## src/rtl/nibble_serial_adder_pkg.sv

```systemverilog
// Shared types and constants for the nibble-serial adder/subtractor.
// The state enum and nibble-count helper are used by the controller.
package nibble_serial_adder_pkg;

    localparam int NIB_W = 4;

    typedef enum logic [1:0] {
        IDLE,
        RUN,
        DONE
    } state_t;

    function automatic int nib(input int width);
        return width / NIB_W;
    endfunction

endpackage

```

## src/rtl/nibble_serial_adder_add4.sv

```systemverilog
// Combinational 4-bit ripple-carry adder slice.
// The serial controller reuses this slice once per nibble.
module nibble_add4 (
    input  logic [3:0] a,
    input  logic [3:0] b,
    input  logic       ci,
    output logic [3:0] s,
    output logic       co
);

    assign {co, s} = {1'b0, a} + {1'b0, b} + {4'b0000, ci};

endmodule

```

## src/rtl/nibble_serial_adder.sv

```systemverilog
// Sequences one 4-bit adder slice over WIDTH-bit operands, least significant nibble first.
// A valid/ready handshake is used on both the operand side and the result side.
module nibble_serial_adder
    import nibble_serial_adder_pkg::*;
#(
    parameter int WIDTH = 16
) (
    input  logic             clk,
    input  logic             rst_n,
    input  logic             in_valid,
    output logic             in_ready,
    input  logic [WIDTH-1:0] a,
    input  logic [WIDTH-1:0] b,
    input  logic             ci,
    input  logic             sub,
    output logic             out_valid,
    input  logic             out_ready,
    output logic [WIDTH-1:0] sum,
    output logic             cout,
    output logic             busy
);

    localparam int NIBS  = nib(WIDTH);
    localparam int IDX_W = (NIBS > 1) ? $clog2(NIBS) : 1;
    localparam logic [IDX_W-1:0] LAST_IDX = IDX_W'(NIBS - 1);

    state_t             state;
    logic [WIDTH-1:0]   a_reg;
    logic [WIDTH-1:0]   b_reg;
    logic               carry_reg;
    logic [IDX_W-1:0]   idx;

    logic [NIB_W-1:0]   slice_a;
    logic [NIB_W-1:0]   slice_b;
    logic [NIB_W-1:0]   slice_s;
    logic               slice_co;

    assign slice_a = a_reg[int'(idx)*NIB_W +: NIB_W];
    assign slice_b = b_reg[int'(idx)*NIB_W +: NIB_W];

    nibble_add4 u_add4 (
        .a  (slice_a),
        .b  (slice_b),
        .ci (carry_reg),
        .s  (slice_s),
        .co (slice_co)
    );

    // Subtraction is folded into the accept: b is stored inverted with a forced carry-in of 1.
    always_ff @(posedge clk or negedge rst_n) begin
        if (!rst_n) begin
            state     <= IDLE;
            a_reg     <= '0;
            b_reg     <= '0;
            carry_reg <= 1'b0;
            idx       <= '0;
            sum       <= '0;
            cout      <= 1'b0;
            in_ready  <= 1'b1;
            out_valid <= 1'b0;
            busy      <= 1'b0;
        end else begin
            case (state)
                IDLE: begin
                    if (in_valid) begin
                        a_reg     <= a;
                        b_reg     <= sub ? ~b : b;
                        carry_reg <= sub ? 1'b1 : ci;
                        idx       <= '0;
                        sum       <= '0;
                        cout      <= 1'b0;
                        in_ready  <= 1'b0;
                        busy      <= 1'b1;
                        state     <= RUN;
                    end
                end
                RUN: begin
                    sum[int'(idx)*NIB_W +: NIB_W] <= slice_s;
                    carry_reg <= slice_co;
                    if (idx == LAST_IDX) begin
                        cout      <= slice_co;
                        out_valid <= 1'b1;
                        state     <= DONE;
                    end else begin
                        idx <= idx + 1'b1;
                    end
                end
                DONE: begin
                    if (out_ready) begin
                        out_valid <= 1'b0;
                        busy      <= 1'b0;
                        in_ready  <= 1'b1;
                        state     <= IDLE;
                    end
                end
                default: begin
                    state <= IDLE;
                end
            endcase
        end
    end

endmodule
```

## config.mk

```make
export PLATFORM = sky130hd
export DESIGN_NAME = nibble_serial_adder
export DESIGN_NICKNAME = d
export VERILOG_FILES = /design/src/rtl/nibble_serial_adder_pkg.sv /design/src/rtl/nibble_serial_adder_add4.sv /design/src/rtl/nibble_serial_adder.sv
export SDC_FILE = /design/constraint.sdc
export NUM_CORES = 1
export LEC_CHECK = 0
export ABC_AREA = 1
export CAP_MARGIN = 20
export CORE_UTILIZATION = 40
export CTS_CLUSTER_SIZE = 20
export DETAILED_ROUTE_END_ITERATION = 7
export HOLD_SLACK_MARGIN = 0.06
export PLACE_DENSITY = 0.62
export SKIP_LAST_GASP = 1
export SYNTH_ARGS = -nofsm -noshare
export SYNTH_HDL_FRONTEND = slang
export SYNTH_SLANG_ARGS = --single-unit
```

## constraint.sdc

```tcl
create_clock -name clk -period 3.1 [get_ports clk]
set_clock_uncertainty 0.15 [all_clocks]
set_input_delay 0.775 -clock clk [delete_from_list [all_inputs] [get_ports clk]]
set_output_delay 0.775 -clock clk [all_outputs]
set_load 0.02 [all_outputs]
```

# Word level (Yosys, flattened, before mapping)
# Cells that the tools add are included.
# Widths: inputs -> output; s select.
classes:
  n_addsub: 4
  n_div: 0
  n_bitwise: 1
  n_shift: 4
  reduce_logical: 11
  n_mux: 24
  magnitude_cmp: 0
  eq_ne: 7
  n_mul: 0
op_table:
  columns: ["op", "n"]
  rows:
  - ["$neg 4->33", 1]
  - ["$shift 4x33->16 const A", 1]
  - ["$shiftx 4x33->16", 1]
  - ["$mux 16", 2]
  - ["$pmux 16 s2", 1]
  - ["$shiftx 16x5->4", 2]
  - ["$bwmux 16", 1]
  - ["$not 16->16", 1]
  - ["$reduce_and 3->1", 5]
  - ["$mux 2", 5]
  - ["$pmux 1 s2", 5]
  - ["$mux 1", 8]
  - ["$ne 2x2->1 const B", 4]
  - ["$pmux 2 s3", 1]
  - ["$reduce_bool 2->1", 3]
  - ["$add 4x4->5", 1]
  - ["$add 5x1->5", 1]
  - ["$eq 2x2->1 const B", 2]
  - ["$pmux 2 s2", 1]
  - ["$reduce_and 2->1", 2]
  - ["$add 2x1->2 const B", 1]
  - ["$eq 2x1->1 const B", 1]
  - ["$logic_not 2->1", 1]
totals:
  output_inout_bits: 20
  latchBits: 0
  register_bits: 57
  romBits: 0
  ramBits: 0
  memories: 0

# Longest topological paths before layout
depth:
  depth_word: 6
  mapped_depth: 11

# Hierarchy
# From an unflattened synthesis, not the netlist that was laid out.
unflattened:
  cells_unflattened: 381
  hier_area_um2: 3057.9
modules_own_cells:
  columns: ["mod", "area_per_inst_um2", "instances", "seq_area_each_um2", "cells_each"]
  rows:
  - ["nibble_serial_adder", 2892.8, 1, 1427.6, 356]
  - ["nibble_add4", 165.2, 1, 0.0, 25]

# Worst setup path before layout
# OpenSTA, ideal clock, no wires.
synth_path:
  kind: "register -> register"
  startpoint: "register idx[0]"
  endpoint: "register sum[14]"
  setup_slack_ns: 0.753
  stages_incl_launch_ff: 11
  n_path_buf: 1
  t_arrival_ns: 2.121
  synth_period_minus_slack_ns: 2.347
  cell_sequence: "dfrtp_1 > inv_1 > clkbuf_1 > nor2_1 > o22ai_1 > fa_1 > fa_1 > xnor2_1 > nor2_1 > nand2_1 > o21ai_1"
synth_between:
  elab_chain_len: 6
synth_rtl:
  columns: ["element", "line_no", "text"]
  rows:
  - ["from (decl)", "nibble_serial_adder.sv:31", "logic [IDX_W-1:0] idx;"]
  - ["from (signal assigned)", "nibble_serial_adder.sv:85", "idx <= idx + 1'b1;"]
  - ["$shiftx 16x5->4, on equally long branches", "nibble_serial_adder.sv:38, nibble_serial_adder.sv:39", null]
  - ["$add 4x4->5", "nibble_serial_adder_add4.sv:11", "assign {co, s} = {1'b0, a} + {1'b0, b} + {4'b0000, ci};"]
  - ["$add 5x1->5", "nibble_serial_adder_add4.sv:11", null]
  - ["$shiftx 4x33->16", "nibble_serial_adder.sv:78", "sum[int'(idx)*NIB_W +: NIB_W] <= slice_s;"]
  - ["$bwmux 16 (*)", "nibble_serial_adder.sv:78", null]
  - ["$pmux 16 s2 (*)", "nibble_serial_adder.sv:63", "case (state)"]
  - ["to (signal, indexed assignment)", "nibble_serial_adder.sv:78", null]
  - ["to (decl)", "nibble_serial_adder.sv:18", "output logic [WIDTH-1:0] sum,"]
# Every way passes the cells marked *; elsewhere a longest branch is shown, timed or not.
# A chain may end at the register's enable or synchronous reset.

# Worst setup path after layout
layout_path:
  startpoint: "register idx[1]"
  endpoint: "register sum[6]"
# Same word-level chain as after synthesis.

==> metrics.yaml <==
slew_violations: 0
grt_max_degree: 33
routed.top_layer: "met4"
hold_viol: 0
clock-sinks: 57
chipWidth_microns: 85.58
areaGrowthSynthToFinish_pct: 28.35
p_switching_mw: 1.544
grt-ovfl-total: 0
grt_antenna_before_repair: 0
internal_power_mw: 2.046
clkLatencyLatePin_ns: 0.34
hold_class: "input pin to asynchronous set/reset pin"
power_density_nw_per_um2: 1001
grt_pass1_wl_microns: 10300
num_vias: 2304
worstMarginPinSlew_ns: 0.6072
wl_per_cell_microns: 12.92
fin_crit_sh: 0.9067
synth-seq-cells: 57
wl_met1_microns: 2669
wl_met2_microns: 2789
clkTransAtPathRegs_ns: 0.06
regArea_sq_um: 1429
fmax_ghz: 0.3558
drtAntennaViolNets: 0
initial_core_util: 0.4135
switching_share: 0.4300
cts_buffers: 9
die_y_microns: 85.58
yosys_warnings: 0
seq_power_share: 0.352
maxCapViolations: 0
htreeDepth: 3
ctsRootBufferMaster: "clkbuf_8"
fin_tns_setup_ns: 0
die_area_sq_um: 7323
finalCriticalPeriod_ns: 2.811
gp_congestion: 0.8937
viasPerCell: 5.009
drive_gt1_frac: 0.07895
setup.worst_path.end_class: "flip-flop"
status: "complete, no violations"
ios: 58
cp.arrival_ns: 2.92
drt_iter0_drc: 127
slew_headroom: 0.5952
avgSynthCellArea_sq_um: 8.842
first_pass_iters: 4
clk_path_buf_depth: 2
worst_slack_ns: 0.2892
p_clk_frac: 0.162
port_buffers: 57
core_sq_um: 6756
path_class: "flip-flop to flip-flop"
track_usage: 0.1832
tritoncts: "done"
row_count: 30
rsz0062_at_grt: "false"
combPwrFrac: 0.486
syn-num-nets: 363
p_leak_nw: 1.649
dpl.hpwl_microns: 4464
synthCells: 316
crit_path_start_kind: "flip-flop"
antenna_cells: 0
route.detailed.drc: 0
required_ns: 3.21
preCtsSetupSlack_ns: 0.3099
ctsHoldBuffers: 0
final_nets: 423
fill_cells: 644
grt_pass1_vias: 2248
dr_wl_met3_microns: 372
peakVddDrop_uv: 358.3
cp_max_fo: 11
multi_input_area_sq_um: 1206
yosysSeqAreaShare: 0.5110
syn-cell-area_sq_um: 2794
wirelength_microns: 5942
synth_cell_types: 31
setup_violations: 0
routing by layer:
layer  GRT usage  up-vias
li1            -     1152
met1      0.2298     1064
met2      0.2902       77
met3     0.05775       11
met4     0.08485        0
met5           0        -
cells in the final DEF, fill, tap and decap left out, drive strengths merged:
cell,instances
a21oi,1
and3,1
inv,20
xnor2,17
fa,2
clkdlybuf4s50,56
dfstp,1
nand2,95
dfrtp,56
nand4,5
clkbuf,15
buf,6
or2,1
o31ai,3
o22ai,8
nor2,20
clkinv,1
o21ai,50
nand3b,1
nand3,12
a21boi,1
nor3,1
ha,7
final timing paths:
check / cells past startpoint / slack [ns] / to / start
hold reg to reg: 2 / 0.32 / in_ready / in_ready
min in group clk: 2 / 0.32 / in_ready / in_ready
setup reg to reg: 9 / 0.29 / sum[6] / idx[1]
max in group asynchronous: 2 / 1.87 / in_ready / rst_n
setup / recovery: 9 / 0.29 / sum[6] / idx[1]
hold / removal: 1 / 0.30 / out_valid / rst_n
kinds of logic (layout without fill, tap and decap cells):
group,count (synthesis),in the layout,share of synthesized area
AO/OA/AOI/OAI,63,63,0.1241
XOR/XNOR,17,17,0.05329
adder cells (fa/ha/maj),9,9,0.04568
buffers and inverters,34,98,0.05732
flip-flops,57,57,0.5110
AND/OR/NAND/NOR,136,136,0.2087
power by group through the flow:
stage	registers (mW)	logic, mW	clock network, mW
detailed placement	1.28	1.76	0
CTS	1.27	1.76	0.589
global route	1.30	2.00	0.630
finish	1.26	1.75	0.581
floorplan	1.28	1.18	0
global placement	1.27	1.71	0
layout make-up:
cell class,count,area share
Tap cell,80,0.02791
Clock buffer,15,0.04361
Inverter,21,0.02198
Sequential cell,57,0.3985
Multi-Input combinational cell,225,0.3364
Timing Repair Buffer,62,0.1717
through the flow:
stage / total power, mW / utilization / instance area [sq um] / hold WS [ns] / std cells
final: 3.590 / 0.5307 / 3586 / 0.2961 / 460
after global routing: 3.935 / 0.5307 / 3586 / 0.3327 / 460
after CTS: 3.619 / 0.5306 / 3585 / 0.3101 / 460
after detailed placement: 3.034 / 0.5074 / 3428 / 0.3070 / 445
after global placement: 2.986 / 0.5074 / 3428 / 0.3047 / 445
after floorplan: 2.458 / - / 2794 / 0.2936 / 316
worst max-delay path: stages, from the launching register on:
cell      delay, ns
dfrtp_1        0.53
clkinv_1       0.34
o21ai_0        0.17
o22ai_1        0.12
fa_1           0.45
fa_1           0.43
xnor2_1        0.17
nor2_1         0.14
nand2_1        0.09
o21ai_1        0.13
timing repair:
item / 4_1_cts / 5_1_grt
setup buffers: 0 / 0
endpoints found under the hold margin: 0 / 0
endpoints found under the setup margin: 0 / 1
resized for setup: 0 / 1
Yosys cell counts:
master | count | area share
clkinv_1 | 1 | 0.0013
o21ai_1 | 8 | 0.014
nand2_1 | 94 | 0.13
clkbuf_1 | 4 | 0.0054
fa_1 | 2 | 0.014
nand3_4 | 1 | 0.0063
nand4_1 | 5 | 0.011
o22ai_1 | 8 | 0.018
nand3_1 | 11 | 0.020
xnor2_1 | 17 | 0.053
inv_1 | 15 | 0.020
or2_2 | 1 | 0.0022
nand2_2 | 1 | 0.0022
and3_1 | 1 | 0.0022
a21boi_1 | 1 | 0.0027
inv_2 | 5 | 0.0067
ha_1 | 7 | 0.031
o21ai_4 | 1 | 0.0058
nor3_2 | 1 | 0.0036
clkbuf_4 | 1 | 0.0027
nor2_1 | 18 | 0.024
buf_4 | 5 | 0.013
dfrtp_1 | 56 | 0.50
o21ai_0 | 41 | 0.073
buf_6 | 1 | 0.0040
nand3b_1 | 1 | 0.0027
o31ai_1 | 3 | 0.0081
dfstp_2 | 1 | 0.0094
buf_2 | 2 | 0.0036
nor2_4 | 2 | 0.0081
a21oi_1 | 1 | 0.0018
(Power assumes the default switching activity.)
==> RTL change: new RTL, same settings <==
`WIDTH`: 16 -> 32.
--- a/src/rtl/nibble_serial_adder.sv
+++ b/src/rtl/nibble_serial_adder.sv
@@ -5,3 +5,3 @@
 #(
-    parameter int WIDTH = 16
+    parameter int WIDTH = 32
 ) (
Ports: changed (resized a, b and sum); port bits go from 58 to 106. No check against the original RTL was run, so the function may have changed too.
==> RTL change against the unedited design <==
Routed wire length rose by 110%; sequential cell count rose by 49; cell count rose by 95%; design area rose by 90%; synthesized area rose by 90%; critical path depth rose by 2; critical endpoint is now sum[9]$_DFFE_PN0P_; worst setup slack improved by 0.013 ns; total power rose by 110%; largest cell class unchanged.
==> RTL change: results <==
[outcome]
status = finished clean

[global_route]
grt_pass1_wl_microns = 21100
grtUsageTotal_pct = 20.1
grt_start_max_net_pins = 114
grt_pass1_vias = 4371

[finish]
stdcell_count = 897
fin_nets = 802
drive_above_1_share_pct = 8.69
num-fill-cells = 1201

[synth]
ys_types = 35
ys_seq_area_share_pct = 50.1
syn_inst = 622
netlist_top_cells_area = dfrtp_1 (50%), nand2_1 (13%), o21ai_0 (7.5%)
syn_nets = 704
yosys-top-cells-count = nand2_1 (186), dfrtp_1 (105), o21ai_0 (79), nor2_1 (49), xnor2_1 (32)

[detailed_routing]
routed_via_density = 4.97
wl_microns = 12600
first_pass_iters = 5
drtIter0Drc = 307

[clock_tree]
cts_root_buf = clkbuf_16
post_cts_buffers = 0

[place]
gp_congestion = 0.819
dp.cells = 881
hpwl_microns = 9460
portBuffers = 105

[run]
cap_violations = 0

[worst_setup_path]
path_delay_family = adder cells
arrival_ns = 2.90
r2r-end = sum[9]$_DFFE_PN0P_
reg2reg_slack_ns = 0.30
r2r_cells = 11
path_max_fanout = 16
max_stage_delay_ns = 0.47
r2r_start = idx[0]$_DFFE_PN0P_

[pwr]
p_leak_nw = 3.14
vdd.ir_drop.worst_mv = 0.433

[timing]
tightest_slew_ns = 0.738
hold_slack_ns = 0.320
==> RTL change: cell types whose count changed after synthesis, sizes merged, moves of 16 or more <==
cell,delta
inv,+16
nand3,+19
nor2,+37
dfrtp,+49
nand2,+93
o21ai,+43
buf,+17
==> RTL change: per-stage QoR <==
stage,setup WS (ns),instance area [sq um]
2_1_floorplan,0.341,5300
3_3_place_gp,0.285,6510
3_5_place_dp,0.198,6510
4_1_cts,0.189,6800
5_1_grt,0.0388,6810
6_report,0.302,6810
==> RTL change: power by group <==
part	total [mW]	leakage, nW	switching, mW	internal (mW)
combinational	3.88	1.65	2.40	1.48
sequential	2.41	1.35	0.414	2.00
clock	1.10	0.141	0.520	0.577
total	7.38	3.14	3.33	4.05
==> RTL change: layer usage <==
layer | track usage, % | wire, microns | up-vias
met4 | 5.99 | 198 | 0
met3 | 3.66 | 534 | 14
met1 | 26.7 | 5800 | 2082
met5 | 0 | 0 | -
met2 | 33.8 | 6080 | 150
li1 | - | - | 2215
==> RTL change: cell families (layout without fill, tap and decap cells) <==
group,Yosys count,count (layout),synth area share [%]
XOR/XNOR,32,32,5.29
flip-flops,106,106,50.1
AO/OA/AOI/OAI,120,120,12.1
adder cells (fa/ha/maj),12,12,3.12
buffers and inverters,66,169,5.95
multiplexers,1,1,0.212
AND/OR/NAND/NOR,285,285,23.3
==> RTL change: area by class of cell <==
cell class                 count  area [sq um]  share of cell area [%]
clock buffer                  10           239                    3.51
clock inverter                 6          50.0                   0.735
inverter                      36           143                    2.10
multi-input combinational    450          2350                    34.5
sequential                   106          2650                    39.0
tap                          172           215                    3.16
timing repair buffer         117          1160                    17.0
==> RTL change: worst max-delay path by stage <==
| stage | slack, ns | start | cells past startpoint | end |
|---|---|---|---|---|
| 6_report | 0.30 | idx[0]$_DFFE_PN0P_ | 11 | sum[9]$_DFFE_PN0P_ |
| 3_5_place_dp | 0.20 | idx[0]$_DFFE_PN0P_ | 10 | sum[9]$_DFFE_PN0P_ |
| 2_1_floorplan | 0.34 | idx[0]$_DFFE_PN0P_ | 13 | sum[9]$_DFFE_PN0P_ |
| 5_1_grt | 0.04 | idx[0]$_DFFE_PN0P_ | 11 | sum[9]$_DFFE_PN0P_ |
| 4_1_cts | 0.19 | idx[0]$_DFFE_PN0P_ | 10 | sum[9]$_DFFE_PN0P_ |
| 3_3_place_gp | 0.29 | idx[0]$_DFFE_PN0P_ | 10 | sum[9]$_DFFE_PN0P_ |
